<file path="src/rtl/chip_gate_tester.sv">
// Exhaustive tester for 74xx-style multi-gate chips: one vector drives every gate, then outputs are checked.
// Define CHIP_TESTER_ERR_CAPTURE_EN to add first-failure capture outputs (Err_Valid/Err_Vec/Err_Gate).
module chip_gate_tester #(
  parameter int NUM_GATES     = 3,
  parameter int NUM_INPUTS    = 3,
  parameter int GATE_FUNC     = 3,
  parameter int SETTLE_CYCLES = 2,
  localparam int ERR_W        = (NUM_GATES > 1) ? $clog2(NUM_GATES) : 1
) (
  input  logic                            Clk,
  input  logic                            Reset,
  input  logic                            Run,
  input  logic                            DISP_RSLT,
  output logic [NUM_GATES*NUM_INPUTS-1:0] Gate_In,
  input  logic [NUM_GATES-1:0]            Gate_Out,
  output logic                            Done,
  output logic                            RSLT,
  output logic [NUM_GATES-1:0]            Fail_Mask
`ifdef CHIP_TESTER_ERR_CAPTURE_EN
  ,
  output logic                            Err_Valid,
  output logic [NUM_INPUTS-1:0]           Err_Vec,
  output logic [ERR_W-1:0]                Err_Gate
`endif
);

  typedef enum logic [2:0] {
    HALTED = 3'd0,
    SET    = 3'd1,
    DRIVE  = 3'd2,
    SETTLE = 3'd3,
    SAMPLE = 3'd4,
    DONE_S = 3'd5
  } state_t;

  state_t                            state_q, state_d;
  logic [NUM_INPUTS-1:0]             vec_q, vec_d;
  logic [7:0]                        cnt_q, cnt_d;
  logic [NUM_GATES*NUM_INPUTS-1:0]   gateIn_q, gateIn_d;
  logic                              done_q, done_d;
  logic                              rslt_q, rslt_d;
  logic [NUM_GATES-1:0]              failMask_q, failMask_d;
  logic                              expBit;
  logic [NUM_GATES-1:0]              mismatch;

  always_comb begin
    case (GATE_FUNC)
      0:       expBit = &vec_q;
      1:       expBit = |vec_q;
      2:       expBit = ~&vec_q;
      4:       expBit = ^vec_q;
      5:       expBit = ~^vec_q;
      default: expBit = ~|vec_q;
    endcase
  end

  // Gate_Out is compared raw; the settle window is what absorbs chip propagation.
  assign mismatch = Gate_Out ^ {NUM_GATES{expBit}};

  always_comb begin
    state_d    = state_q;
    vec_d      = vec_q;
    cnt_d      = cnt_q;
    gateIn_d   = gateIn_q;
    rslt_d     = rslt_q;
    failMask_d = failMask_q;
    case (state_q)
      HALTED: begin
        gateIn_d = '0;
        if (Run) state_d = SET;
      end
      SET: begin
        vec_d      = '0;
        failMask_d = '0;
        rslt_d     = 1'b0;
        gateIn_d   = '0;
        state_d    = DRIVE;
      end
      DRIVE: begin
        cnt_d   = 8'(SETTLE_CYCLES);
        state_d = (SETTLE_CYCLES > 0) ? SETTLE : SAMPLE;
      end
      SETTLE: begin
        cnt_d = cnt_q - 8'd1;
        if (cnt_q == 8'd1) state_d = SAMPLE;
      end
      SAMPLE: begin
        failMask_d = failMask_q | mismatch;
        // Terminal test on all-ones so the vector counter never needs to wrap.
        if (&vec_q) begin
          rslt_d   = ~|(failMask_q | mismatch);
          gateIn_d = '0;
          state_d  = DONE_S;
        end else begin
          vec_d    = vec_q + 1'b1;
          gateIn_d = {NUM_GATES{vec_d}};
          state_d  = DRIVE;
        end
      end
      DONE_S: begin
        gateIn_d = '0;
        if (DISP_RSLT) state_d = HALTED;
      end
      default: begin
        gateIn_d = '0;
        state_d  = HALTED;
      end
    endcase
    done_d = (state_d == DONE_S);
  end

  always_ff @(posedge Clk or posedge Reset) begin
    if (Reset) begin
      state_q    <= HALTED;
      vec_q      <= '0;
      cnt_q      <= '0;
      gateIn_q   <= '0;
      done_q     <= 1'b0;
      rslt_q     <= 1'b0;
      failMask_q <= '0;
    end else begin
      state_q    <= state_d;
      vec_q      <= vec_d;
      cnt_q      <= cnt_d;
      gateIn_q   <= gateIn_d;
      done_q     <= done_d;
      rslt_q     <= rslt_d;
      failMask_q <= failMask_d;
    end
  end

  assign Gate_In   = gateIn_q;
  assign Done      = done_q;
  assign RSLT      = rslt_q;
  assign Fail_Mask = failMask_q;

`ifdef CHIP_TESTER_ERR_CAPTURE_EN
  logic                  errValid_q, errValid_d;
  logic [NUM_INPUTS-1:0] errVec_q, errVec_d;
  logic [ERR_W-1:0]      errGate_q, errGate_d;
  logic [ERR_W-1:0]      lowFail;

  // Descending scan so the lowest failing gate index is the one left standing.
  always_comb begin
    lowFail = '0;
    for (int g = NUM_GATES - 1; g >= 0; g--) begin
      if (mismatch[g]) lowFail = ERR_W'(g);
    end
  end

  always_comb begin
    errValid_d = errValid_q;
    errVec_d   = errVec_q;
    errGate_d  = errGate_q;
    if (state_q == SET) begin
      errValid_d = 1'b0;
      errVec_d   = '0;
      errGate_d  = '0;
    end else if (state_q == SAMPLE && (|mismatch) && !errValid_q) begin
      errValid_d = 1'b1;
      errVec_d   = vec_q;
      errGate_d  = lowFail;
    end
  end

  always_ff @(posedge Clk or posedge Reset) begin
    if (Reset) begin
      errValid_q <= 1'b0;
      errVec_q   <= '0;
      errGate_q  <= '0;
    end else begin
      errValid_q <= errValid_d;
      errVec_q   <= errVec_d;
      errGate_q  <= errGate_d;
    end
  end

  assign Err_Valid = errValid_q;
  assign Err_Vec   = errVec_q;
  assign Err_Gate  = errGate_q;
`endif

endmodule

</file>
<file path="config.mk">
export PLATFORM = sky130hd
export DESIGN_NAME = chip_gate_tester
export DESIGN_NICKNAME = d
export VERILOG_FILES = /design/src/rtl/chip_gate_tester.sv
export SDC_FILE = /design/constraint.sdc
export NUM_CORES = 1
export LEC_CHECK = 0
export CELL_PAD_IN_SITES_DETAIL_PLACEMENT = 0
export CELL_PAD_IN_SITES_GLOBAL_PLACEMENT = 1
export CORE_AREA = 5 5 63 65
export DETAILED_ROUTE_END_ITERATION = 8
export DIE_AREA = 0 0 68 70
export PLACE_DENSITY = 0.78
export SKIP_CTS_REPAIR_TIMING = 1
export SLEW_MARGIN = 20
export SYNTH_ARGS = -nofsm -noshare
export SYNTH_HDL_FRONTEND = slang
export SYNTH_SLANG_ARGS = --single-unit
export TNS_END_PERCENT = 30
</file>
<file path="constraint.sdc">
create_clock -name Clk -period 1.9 [get_ports Clk]
set_input_delay 0.19 -clock Clk [delete_from_list [all_inputs] [get_ports Clk]]
set_output_delay 0.19 -clock Clk [all_outputs]
set_load 0.02 [all_outputs]
</file>
=== Word level (Yosys, flattened, before mapping) ===
Index checks and enable logic that the tools add are counted.

* Register bits after elaboration: 28
* Word-level logic and storage cells: 44

* $add $sub $neg: 2
* Equality and inequality tests: 9
* Mux-type cells: 13
* Bitwise logic cells: 2
* Reduce and logical (&&, ||, !) cells: 11

{| class="wikitable"
|+ Operators by type and width
! kind !! count
|-
| case mux 3 bit (6 select lines) || 1
|-
| case mux 9 bit (2 select lines) || 1
|-
| case mux 8 bit (2 select lines) || 1
|-
| 2-to-1 mux 3 bit || 5
|-
| case mux 3 bit (2 select lines) || 2
|-
| == test 3 bit (second input constant) || 3
|-
| 2-to-1 mux 9 bit || 1
|-
| == test 8 x 1 -> 1 bit (second input constant) || 1
|-
| subtractor 8 x 1 -> 8 bit (second input constant) || 1
|-
| == test 3 x 2 -> 1 bit (second input constant) || 2
|-
| OR reduction 3 bit || 2
|-
| inequality test 2 bit (second input constant) || 2
|-
| AND reduction 2 bit || 2
|-
| nonzero test 2 bit || 2
|-
| adder 3 x 1 -> 3 bit (second input constant) || 1
|-
| == test 3 x 1 -> 1 bit (second input constant) || 1
|-
| logical NOT 3 bit || 1
|-
| bitwise OR 3 bit || 1
|-
| AND reduction 3 bit || 1
|-
| XOR 3 bit || 1
|-
| logical NOT 1 bit || 2
|-
| case mux 1 bit (2 select lines) || 1
|-
| OR reduction 2 bit || 1
|-
| 2-to-1 mux 1 bit || 1
|}

=== Depth between registers and ports, before layout ===
Gate-level depths: netlist of run 1.

* Depth in word-level cells: 8
* Depth in mapped cells: 7
* Gate-level depth less buffers: 6

=== Least setup slack after synthesis of run 1 ===
Ideal clock, no wire load.

* Path kind: register to register
* Start point: register cnt_q[4]
* End point: register state_q[1]
* Library setup time: 0.139 ns
* Arrival: 1.340 ns
* Required time: 1.761 ns
* Path slack: 0.422 ns
* Cell stages (with the launch flop): 4
* Buffers on the path: 0
* Clock period less this slack: 1.478 ns
* Cell sequence: dfrtp_1 -> or4_4 -> nor4b_2 -> a31oi_1

* Cells in the longest elaborated chain, start to end: 3

{| class="wikitable"
|+ RTL lines
! item !! line !! source
|-
| from (decl) || 38 || <nowiki>logic [7:0] cnt_q, cnt_d;</nowiki>
|-
| from (signal assigned) || 124 || <nowiki>cnt_q <= cnt_d;</nowiki>
|-
| == test 8 x 1 -> 1 bit || 85 || <nowiki>if (cnt_q == 8'd1) state_d = SAMPLE;</nowiki>
|-
| 2-to-1 mux 3 bit || 85 ||
|-
| case mux 3 bit (6 select lines) || 67 || <nowiki>case (state_q)</nowiki>
|-
| via state_d[1] || 36 || <nowiki>state_t state_q, state_d;</nowiki>
|-
| to (signal assigned) || 122 || <nowiki>state_q <= state_d;</nowiki>
|-
| to (decl) || 36 ||
|}

The timed path passes the listed nets, and every way through them passes these cells.
A chain may end at the register's enable or synchronous reset.

=== Worst setup path after layout of run 1 ===
Same ends and word-level chain as after synthesis.

==> flow_summary.yaml, run 1 <==
status:
  run_status: "finished clean"
critical_path:
  critPathKind: "reg -> reg"
  endpoint_kind: "flop"
  cp-start-kind: "flop"
  worstPathArrival_ns: 1.76
  cp_data_required_time_ns: 2.07
  path_max_fanout: 5
grt:
  grt_usage: 0.120
  grt_max_degree: 23
  antenna_found_initial: 0
  grt_pass1_wl_um: 4520
  grt_overflow: 0
  grt_pass1_vias: 991
clocking:
  cts_tree: "yes"
  root_buffer: "clkbuf_4"
  cts_made_buffers: 3
  cts_sinks: 22
  clock_latency_ns: 0.30
  h-tree-depth: 1
  clk_pin_slew_worst_paths_ns: 0.12
  clockBufferDepth: 2
drt:
  wl_per_cell_um: 13.2
  drc: 0
  first_iter_violations: 70
  via_per_inst: 5.01
  wirelength_um: 2550
  dr.pass1.iters: 4
  vias: 967
  ant_nets: 0
cells_and_area:
  final_cell_mix: "dfrtp_1, clkdlybuf4s50_1, nor2_1"
  antenna_cells_inserted: 0
  stdcell_count: 193
  postLayoutCoreUtil: 0.446
  area_delta_synth_final_pct: 18.3
  final_common_cell: "dfrtp_1"
  drive_above_1_share: 0.0748
  nets: 161
yosys:
  yosysSeqAreaShare: 0.444
  syn-num-nets: 145
  synth-main-ff-cell: "dfrtp_1"
  yosysTopAreaCell: "dfrtp_1"
  synth_edf_count: 0
  ys_top_cells_by_area: "dfrtp_1, ha_1, nor2_1"
  synth_top_area_frac: 0.444
  avgSynthCellArea_um2: 9.32
  synthArstFlopShare: 1.00
  yosys_warnings: 0
  ys_seq_elements: 22
  syn-cell-area_um2: 1240
  synthCells: 133
  yosysUniqueCellTypes: 35
power_and_ir_drop:
  p_leak_nw: 0.614
  irDropWorstVdd_mv: 0.605
  finalPower_mw: 1.79
  power-per-cell-area_nw_per_um2: 1220
timing:
  relSlewSlack: 0.593
  setup_viol: 0
  fin_crit_sh: 0.836
  setup_tns_ns: 0
  maxSlewViolCount: 0
  rsz0062_at_grt: "no"
  hold_viol_final: 0
  finalClockSkew_ns: 0.00401
  post-route-min-period_ns: 1.59
  worstMarginPinSlew_ns: 0.610
  fmax_mhz: 629
place:
  portBuffers: 20
  dp.cells: 190
  gp_congestion: 0.898
  place_hpwl_um: 1920
die:
  die-area_um2: 4760
  core_area_um2: 3280
  io_pins: 21
  std_cell_rows: 21
  die_w_um: 68
  initial_utilization: 0.378
  die_y_um: 70
run:
  cap_violations: 0
worst_hold_path:
  hold_path.class: "in -> async"
[power by group]
part,switching (mW),internal [mW]
clock network,0.135,0.0741
registers,0.179,0.602
logic,0.424,0.372
total,0.737,1.05
[area by class of cell]
type | count | area [um^2]
sequential | 22 | 551
multi-input combinational | 92 | 587
clock buffer | 3 | 22.5
timing repair buffer | 23 | 223
inverter | 7 | 26.3
fill | 324 | 1820
tap | 46 | 57.6
[per-stage QoR]
stage | hold WS [ns] | instance area (um^2) | setup WS, ns
after floorplan | 0.179 | 1240 | 0.422
after global placement | 0.513 | 1440 | 0.338
after detailed placement | 0.527 | 1440 | 0.324
after CTS | 0.209 | 1470 | 0.301
after global routing | 0.233 | 1470 | 0.137
final | 0.212 | 1470 | 0.311
[worst max-delay path: stages, from the launching register on]
cell     delay [ns]
dfrtp_1        0.46
or4_4          0.55
nor4b_2        0.32
a31oi_1        0.13
[cell families after synthesis]
group	synth area share
buffers and inverters	0.0827
multiplexers	0.00807
flip-flops	0.444
AO/OA/AOI/OAI	0.154
adder cells (fa/ha/maj)	0.0505
AND/OR/NAND/NOR	0.218
XOR/XNOR	0.0424
[Yosys cell counts, drive strengths merged (2+ instances only)]
cell / n
nor2: 16
o21ai: 11
a31oi: 2
xnor2: 6
nand3: 4
nor2b: 2
nor3: 3
ha: 5
dfrtp: 22
buf: 8
or4: 2
a21oi: 8
a22oi: 2
nand2b: 4
clkbuf: 4
a32o: 2
inv: 7
nand2: 13
[routing by layer]
metal,vias up,wire (um),global-route usage
li1,480,-,-
met5,-,0,0
met1,462,1170,0.164
met3,0,149,0.0401
met2,25,1230,0.186
met4,0,0,0.0155
[flip-flops by register name (all words and copies together) (netlist names)]
name,cells
cnt_q,8
vec_q,3
RSLT,1
Gate_In,3
state_q,3
Done,1
Fail_Mask,3
[path summary, 6_finish.rpt]
kind                                  from          to  slack, ns  cells past startpoint
worst max register to register    cnt_q[4]  state_q[1]       0.31                      3
min in group Clk                Gate_In[7]  Gate_In[7]       0.55                      1
worst max-delay path              cnt_q[4]  state_q[1]       0.31                      3
worst min register to register  Gate_In[7]  Gate_In[7]       0.55                      1
worst min-delay path                 Reset  Gate_In[6]       0.21                      3
max in group asynchronous            Reset    cnt_q[3]       1.46                      3
Note: power is estimated with default switching activity, not from simulation.
==> inputs of run 2 (changes only) <==
--- a/config.mk
+++ b/config.mk
@@ -7,10 +7,10 @@
 export LEC_CHECK = 0
 export CELL_PAD_IN_SITES_DETAIL_PLACEMENT = 0
 export CELL_PAD_IN_SITES_GLOBAL_PLACEMENT = 1
-export CORE_AREA = 5 5 63 65
+export CORE_AREA = 5 5 66 68
 export DETAILED_ROUTE_END_ITERATION = 8
-export DIE_AREA = 0 0 68 70
-export PLACE_DENSITY = 0.78
+export DIE_AREA = 0 0 71 73
+export PLACE_DENSITY = 0.74
 export SKIP_CTS_REPAIR_TIMING = 1
 export SLEW_MARGIN = 20
 export SYNTH_ARGS = -nofsm -noshare
==> constraint.sdc (replaced) <==
create_clock -name Clk -period 1.32 [get_ports Clk]
set_input_delay 0.132 -clock Clk [delete_from_list [all_inputs] [get_ports Clk]]
set_output_delay 0.132 -clock Clk [all_outputs]
set_load 0.02 [all_outputs]
==> flow_summary.yaml, run 2 (same netlist as run 1, synthesis figures left out) <==
status:
  run_status: "complete, but fails checks"
  violations: "negative setup slack"
grt:
  antenna_found_initial: 0
  met2_usage: 0.218
  grt_pass1_vias: 1069
  grt_max_degree: 23
  grt_usage: 0.119
  grtUsageMet1: 0.140
  grt_pass1_wl_um: 4870
  met3_usage: 0.0303
  grt_overflow: 0
  grt_most_used_layer: "met2"
die:
  std_cell_rows: 23
  core_area_um2: 3800
  die-area_um2: 5180
  io_pins: 21
  initial_utilization: 0.326
  die_y_um: 73
  die_w_um: 71
place:
  place_hpwl_um: 2170
  portBuffers: 20
  place_ws_ns: -0.231
  gp_congestion: 0.837
critical_path:
  critPathKind: "reg -> reg"
  rr_startpoint: "cnt_q[0]"
  cp-start-kind: "flop"
  crit_start: "cnt_q[0]"
  path_max_fanout: 4
  worstPathArrival_ns: 1.68
  cp_data_required_time_ns: 1.48
  endpoint_kind: "flop"
timing:
  maxSlewViolCount: 0
  fin_crit_sh: 1.15
  setup_viol: 12
  hold_viol_final: 0
  worstMarginPinSlew_ns: 0.334
  relSlewSlack: 0.776
  hold-worst-slack_ns: 0.200
  post-route-min-period_ns: 1.52
  rsz0062_at_grt: "yes"
  finalClockSkew_ns: 0.00506
  fmax_mhz: 659
  setup_tns_ns: -1.21
  fin_ws_ns: -0.197
drt:
  vias: 1029
  wl_per_cell_um: 13.7
  dr.pass1.iters: 4
  first_iter_violations: 64
  ant_nets: 0
  drc: 0
  wirelength_um: 2920
  via_per_inst: 4.83
cells_and_area:
  area_delta_synth_final_pct: 41.6
  top_register: "cnt_q"
  final_cell_mix: "dfrtp_1, buf_4, nor2_1, dlymetal6s2s_1, nand2_1"
  antenna_cells_inserted: 0
  final_common_cell: "dfrtp_1"
  postLayoutCoreUtil: 0.462
  largest_reg_flops: 8
  drive_above_1_share: 0.276
  nets: 176
power_and_ir_drop:
  finalPower_mw: 3.25
  power-per-cell-area_nw_per_um2: 1850
  p_leak_nw: 0.982
  irDropWorstVdd_mv: 0.945
clocking:
  clock_latency_ns: 0.26
  root_buffer: "clkbuf_8"
  clk_pin_slew_worst_paths_ns: 0.08
  clockBufferDepth: 2
  h-tree-depth: 1
  cts_sinks: 22
  cts_tree: "yes"
  cts_made_buffers: 3
run:
  cap_violations: 0
worst_hold_path:
  hold_path.class: "in -> async"
[run 2: cell types whose count changed in the layout (fill, tap and decap cells not counted), moves of 2 or more]
cell	change
o21ai_1	+2
ha_1	-3
nor2_1	-2
clkbuf_4	-3
buf_6	+2
clkbuf_8	+4
xnor2_1	-2
inv_1	-4
ha_2	+2
o21ai_0	-2
inv_2	+3
clkdlybuf4s50_1	-14
dlymetal6s2s_1	+14
buf_4	+13
[run 2: layer usage]
metal  wire (um)  share of wire
met5           0              0
met4          35          0.012
met3         110          0.038
met2        1500           0.51
met1        1270           0.44
[run 2: report_power, final]
part,total (mW),leakage (nW),switching [mW],internal (mW)
logic,1.75,0.670,0.900,0.851
clock network,0.482,0.0288,0.217,0.266
registers,1.02,0.283,0.150,0.869
[run 2: layout make-up]
| cell class | instances | area [um^2] |
|---|---|---|
| Sequential cell | 22 | 552 |
| Multi-Input combinational cell | 92 | 679 |
| Fill cell | 366 | 2040 |
| Inverter | 7 | 28.8 |
| Tap cell | 50 | 62.6 |
| Clock buffer | 4 | 55.1 |
| Timing Repair Buffer | 38 | 378 |
[run 2: through the flow]
stage / instance area, um^2 / std cells
2_1_floorplan: 1250 / 133
3_3_place_gp: 1560 / 208
3_5_place_dp: 1560 / 208
4_1_cts: 1620 / 212
5_1_grt: 1760 / 213
6_report: 1760 / 213
[run 2: worst paths after layout]
check	end	slack, ns	cells past startpoint
worst max-delay path	cnt_q[6]	-0.20	5
worst min-delay path	cnt_q[0]	0.20	3
worst max register to register	cnt_q[6]	-0.20	5
worst min register to register	RSLT	0.53	2
max in group asynchronous	state_q[0]	0.87	3
min in group Clk	state_q[0]	0.53	3
[run 2: worst max-delay path, stage by stage, from the launching register on]
cell      delay, ns
dfrtp_1        0.42
inv_1          0.08
ha_2           0.18
nand2b_1       0.08
or4_4          0.44
o311ai_2       0.23
